`src/rtl/dmux16_router_pkg.sv`:
```
// dmux16_router_pkg: shared FIFO state encodings and default sizes for the word demux.
package dmux16_router_pkg;
   localparam int WIDTH_DEF = 16;
   localparam int DEPTH_DEF = 2;
   localparam int CNT_W_DEF = 8;
   typedef enum logic [1:0] {EMPTY = 2'd0, ONE = 2'd1, FULL = 2'd2} fifo_state_e;
endpackage

```
`src/rtl/dmux16_router_fifo.sv`:
```
// fifo2x16: two-entry word FIFO; head register feeds the output, tail register holds the second word.
module fifo2x16
   import dmux16_router_pkg::*;
#(
   parameter int WIDTH = WIDTH_DEF
) (
   input  logic             clk,
   input  logic             reset,
   input  logic             push,
   input  logic [WIDTH-1:0] din,
   input  logic             pop,
   output logic [WIDTH-1:0] head,
   output logic             valid,
   output logic             full
);
   fifo_state_e      state_q, state_d;
   logic [WIDTH-1:0] head_q, head_d, tail_q, tail_d;
   logic             do_push, do_pop;
   assign do_push = push & (state_q != FULL);
   assign do_pop  = pop & (state_q != EMPTY);
   always_ff @(posedge clk or posedge reset)
      if (reset) begin
         state_q <= EMPTY;
         head_q  <= '0;
         tail_q  <= '0;
      end else begin
         state_q <= state_d;
         head_q  <= head_d;
         tail_q  <= tail_d;
      end
   always_comb begin
      state_d = state_q;
      head_d  = head_q;
      tail_d  = tail_q;
      case (state_q)
         EMPTY: if (do_push) begin
            head_d  = din;
            state_d = ONE;
         end
         // push with pop in ONE replaces the head directly, bypassing the tail
         ONE: if (do_push & do_pop) head_d = din;
            else if (do_push) begin
               tail_d  = din;
               state_d = FULL;
            end else if (do_pop) state_d = EMPTY;
         FULL: if (do_pop) begin
            head_d  = tail_q;
            state_d = ONE;
         end
         default: state_d = EMPTY;
      endcase
   end
   assign head  = head_q;
   assign valid = state_q != EMPTY;
   assign full  = state_q == FULL;
endmodule

```
`src/rtl/dmux16_router.sv`:
```
// dmux16_router: steers a valid/ready word stream by in_sel into two FIFO-buffered channels
// (in_sel=1 -> a, 0 -> b) with per-channel accepted-word counters.
module dmux16_router
   import dmux16_router_pkg::*;
#(
   parameter int WIDTH = WIDTH_DEF,
   parameter int DEPTH = DEPTH_DEF,
   parameter int CNT_W = CNT_W_DEF
) (
   input  logic             clk,
   input  logic             reset,
   input  logic [WIDTH-1:0] in_data,
   input  logic             in_sel,
   input  logic             in_valid,
   output logic             in_ready,
   output logic [WIDTH-1:0] a_data,
   output logic             a_valid,
   input  logic             a_ready,
   output logic [WIDTH-1:0] b_data,
   output logic             b_valid,
   input  logic             b_ready,
   output logic [CNT_W-1:0] a_count,
   output logic [CNT_W-1:0] b_count
);
   if (DEPTH != 2) begin : g_bad_depth
      $error("dmux16_router: DEPTH is fixed at 2");
   end
   logic             a_full, b_full, push_a, push_b;
   logic [CNT_W-1:0] a_count_q, a_count_d, b_count_q, b_count_d;
   // ready depends only on registered fullness, never on the consumers' ready
   assign in_ready = in_sel ? ~a_full : ~b_full;
   assign push_a   = in_valid & in_ready & in_sel;
   assign push_b   = in_valid & in_ready & ~in_sel;
   fifo2x16 #(.WIDTH(WIDTH)) u_fifo_a (
      .clk(clk), .reset(reset), .push(push_a), .din(in_data), .pop(a_valid & a_ready),
      .head(a_data), .valid(a_valid), .full(a_full)
   );
   fifo2x16 #(.WIDTH(WIDTH)) u_fifo_b (
      .clk(clk), .reset(reset), .push(push_b), .din(in_data), .pop(b_valid & b_ready),
      .head(b_data), .valid(b_valid), .full(b_full)
   );
   always_comb begin
      a_count_d = a_count_q + CNT_W'(push_a);
      b_count_d = b_count_q + CNT_W'(push_b);
   end
   always_ff @(posedge clk or posedge reset)
      if (reset) begin
         a_count_q <= '0;
         b_count_q <= '0;
      end else begin
         a_count_q <= a_count_d;
         b_count_q <= b_count_d;
      end
   assign a_count = a_count_q;
   assign b_count = b_count_q;
endmodule

```
`config.mk`:
```
export PLATFORM = sky130hd
export DESIGN_NAME = dmux16_router
export DESIGN_NICKNAME = d
export VERILOG_FILES = /design/src/rtl/dmux16_router_pkg.sv /design/src/rtl/dmux16_router_fifo.sv /design/src/rtl/dmux16_router.sv
export SDC_FILE = /design/constraint.sdc
export NUM_CORES = 1
export LEC_CHECK = 0
export ABC_AREA = 1
export CAP_MARGIN = 10
export CORE_ASPECT_RATIO = 2
export CORE_MARGIN = 2
export CORE_UTILIZATION = 54
export CTS_BUF_LIST = sky130_fd_sc_hd__clkbuf_4 sky130_fd_sc_hd__clkbuf_8
export CTS_CLUSTER_DIAMETER = 60
export DETAILED_ROUTE_END_ITERATION = 8
export HOLD_SLACK_MARGIN = 0.03
export PLACE_DENSITY_LB_ADDON = 0.05
export SYNTH_ARGS = -nofsm -noshare
export SYNTH_HDL_FRONTEND = slang
export SYNTH_HIERARCHICAL = 1
export SYNTH_SLANG_ARGS = --single-unit
```
`constraint.sdc`:
```
create_clock -name clk -period 2.7 [get_ports clk]
set_input_delay 0.54 -clock clk [delete_from_list [all_inputs] [get_ports clk]]
set_output_delay 0.54 -clock clk [all_outputs]
set_load 0.02 [all_outputs]
```
==> results.py <==
metrics = {
    "clocking": {
        "cts.sinks": 84,
        "clkTransAtPathRegs_ns": 0.07,
        "cts_tree": "yes",
        "post-cts-setup-buffer-count": 0,
        "cts_buffers": 9,
        "cts-root-buf": "clkbuf_8",
        "clockBufferDepth": 2,
        "clk_latency_ns": 0.35,
        "post_cts_resize_count": 0,
        "cts_hold_buf": 0,
        "htreeDepth": 3,
    },
    "timing": {
        "hold_viol": 0,
        "setup_violations": 0,
        "slew_headroom": 0.581,
        "tns_ns": 0,
        "fin_crit_sh": 0.892,
        "worstMarginPinSlew_ns": 0.628,
        "fmax_mhz": 415,
        "period_needed_ns": 2.41,
        "clock_skew_ns": 0.00704,
        "slew_viol_final": 0,
        "rsz0062_at_grt": "no",
    },
    "grt": {
        "grt_pass1_vias": 3203,
        "grt_util_all_layers": 0.226,
        "overflow": 0,
        "grt_pass1_wl_um": 14400,
        "grt_max_degree": 35,
        "antenna_found_initial": 0,
    },
    "synth": {
        "synth_top_cell_by_area": "dfrtp_1",
        "seq_area_frac_synth": 0.531,
        "ys_ff_latch": 84,
        "yosys-top-cells-count": "nand2_1, dfrtp_1, nand3_1, inv_1, o21ai_0",
        "yosys.cell_types.count": 23,
        "synthesis.area_mm2": 0.00396,
        "yosys.area.top_type_share": 0.531,
        "syn_inst": 501,
        "syn_nets": 527,
        "yosys_warnings": 6,
        "synth_edf_count": 0,
        "synth_area_per_cell_um2": 7.91,
        "yosysMostFrequentCell": "nand2_1",
        "async_flop_share": 1.00,
        "synth.area.top_cells": "dfrtp_1, nand2_1, nand3_1",
        "dominantRegCellSynth": "dfrtp_1",
    },
    "detailed_routing": {
        "route.detailed.drc": 0,
        "final_antenna_net_count": 0,
        "wl_per_cell_um": 12.4,
        "drt_iter0_markers": 152,
        "via_per_inst": 4.99,
        "drt_pass1_iterations": 4,
        "route.vias.total": 3351,
        "drt_wl_total_um": 8350,
    },
    "place": {
        "port_buffers": 72,
        "place_area_mm2": 0.00478,
        "gp_congestion": 0.834,
        "dpl.cell_count": 656,
        "hpwl_um": 6310,
    },
    "critical_path": {
        "worst_ep_required_time_ns": 2.16,
        "crit_arrival_ns": 1.87,
        "crit_type": "in -> out",
        "crit_fanout": 3,
        "critPathLaunchType": "input pin",
        "endpoint_kind": "output pin",
    },
    "floorplanning": {
        "die_area_mm2": 0.00808,
        "initial_core_util": 0.549,
        "core_mm2": 0.00721,
        "die_h_um": 125,
        "die_w_um": 64.6,
        "pin_count": 73,
        "floorplan.rows": 44,
    },
    "pwr": {
        "ir_drop_v": 0.000836,
        "power_density_mw_per_mm2": 1160,
        "leakage_nw": 2.61,
        "p_int_mw": 3.43,
        "total_power_mw": 5.77,
        "seq_power_share": 0.389,
        "p_sw_mw": 2.34,
        "swShare": 0.405,
        "pwr-share-clk": 0.148,
        "power.combinational.fraction": 0.463,
    },
    "hold_path": {
        "hold_class": "reg -> reg",
    },
    "final_layout": {
        "final_area_mm2": 0.00497,
        "drive_above_1_share": 0.0587,
        "layout.cells.non_filler": 671,
        "syn2layout_area_growth_pct": 25.5,
        "fin_nets": 601,
        "fin_util": 0.689,
        "diodes": 0,
    },
    "status": {
        "status": "finished, final reports clean",
    },
    "flow_run": {
        "cap_violations": 0,
    },
}
==> sequential cells by signal, summed over array words and instances, names as in the netlist <==
signal            count
b_count               8
u_fifo_a/tail_q      16
a_count               8
u_fifo_a/state_q      2
u_fifo_a/head        16
u_fifo_b/head        16
u_fifo_b/tail_q      16
u_fifo_b/state_q      2
==> power groups by stage <==
stage / logic [mW] / clock network, mW / registers [mW]
global placement: 2.62 / 0 / 2.24
finish: 2.67 / 0.856 / 2.24
floorplan: 1.28 / 0 / 2.60
CTS: 2.70 / 0.883 / 2.25
detailed placement: 2.69 / 0 / 2.27
global route: 2.98 / 0.926 / 2.31
==> cell usage in the layout (no fill, tap or decap), types with 4 or more instances in the layout <==
| cell | instances |
|---|---|
| inv_1 | 56 |
| o21ai_0 | 32 |
| xnor2_1 | 4 |
| clkdlybuf4s50_1 | 72 |
| nor2_1 | 12 |
| dfrtp_1 | 84 |
| nand2_1 | 194 |
| o21ai_1 | 4 |
| nand3_1 | 76 |
| ha_1 | 4 |
| buf_4 | 8 |
| clkbuf_8 | 13 |
==> cell type report <==
type,instances,area [um2]
clock inverters,1,5.00
repair buffers,81,801
inverters,58,218
well taps,92,115
flip-flops and latches,84,2100
multi-input cells,341,1540
clock buffers,14,186
fillers,618,2240
==> critical path, stage by stage <==
cell and delay, ns:
clkdlybuf4s50_1 0.51, mux2i_1 0.20, clkdlybuf4s50_1 0.62
==> final timing paths <==
path                                startpoint            endpoint  slack (ns)  cells past startpoint
hold reg to reg             u_fifo_a/tail_q[8]  u_fifo_a/tail_q[8]        0.49                      2
setup / recovery                        in_sel            in_ready        0.29                      3
hold / removal              u_fifo_a/tail_q[8]  u_fifo_a/tail_q[8]        0.49                      2
min in group asynchronous                reset          a_count[5]        0.63                      2
max in group asynchronous                reset          b_count[2]        1.66                      2
setup reg to reg           u_fifo_a/state_q[1]    u_fifo_a/head[2]        0.79                      8
==> metrics by stage <==
step           setup slack, ns  hold WS [ns]
2_1_floorplan            0.580         0.453
3_3_place_gp             0.311         0.466
3_5_place_dp             0.307         0.473
4_1_cts                  0.294         0.493
5_1_grt                  0.242         0.505
6_report                 0.291         0.488
==> layer usage <==
| layer | vias to the layer above | GRT usage | routed length [um] |
|---|---|---|---|
| li1 | 1713 | - | - |
| met1 | 1559 | 0.257 | 3350 |
| met2 | 72 | 0.406 | 4620 |
| met3 | 7 | 0.0369 | 264 |
| met4 | 0 | 0.101 | 112 |
| met5 | - | 0 | 0 |
==> logic make-up (layout without fill, tap and decap cells) <==
group	Yosys count	in the layout	share of synthesized area
compound gates	38	38	0.0493
xor+xnor	6	6	0.0133
fa+ha+maj	4	4	0.0126
buf+inv	76	154	0.0796
flops	84	84	0.531
mux	1	1	0.00253
simple gates	292	292	0.312
Power figures use the tool's default switching activity.
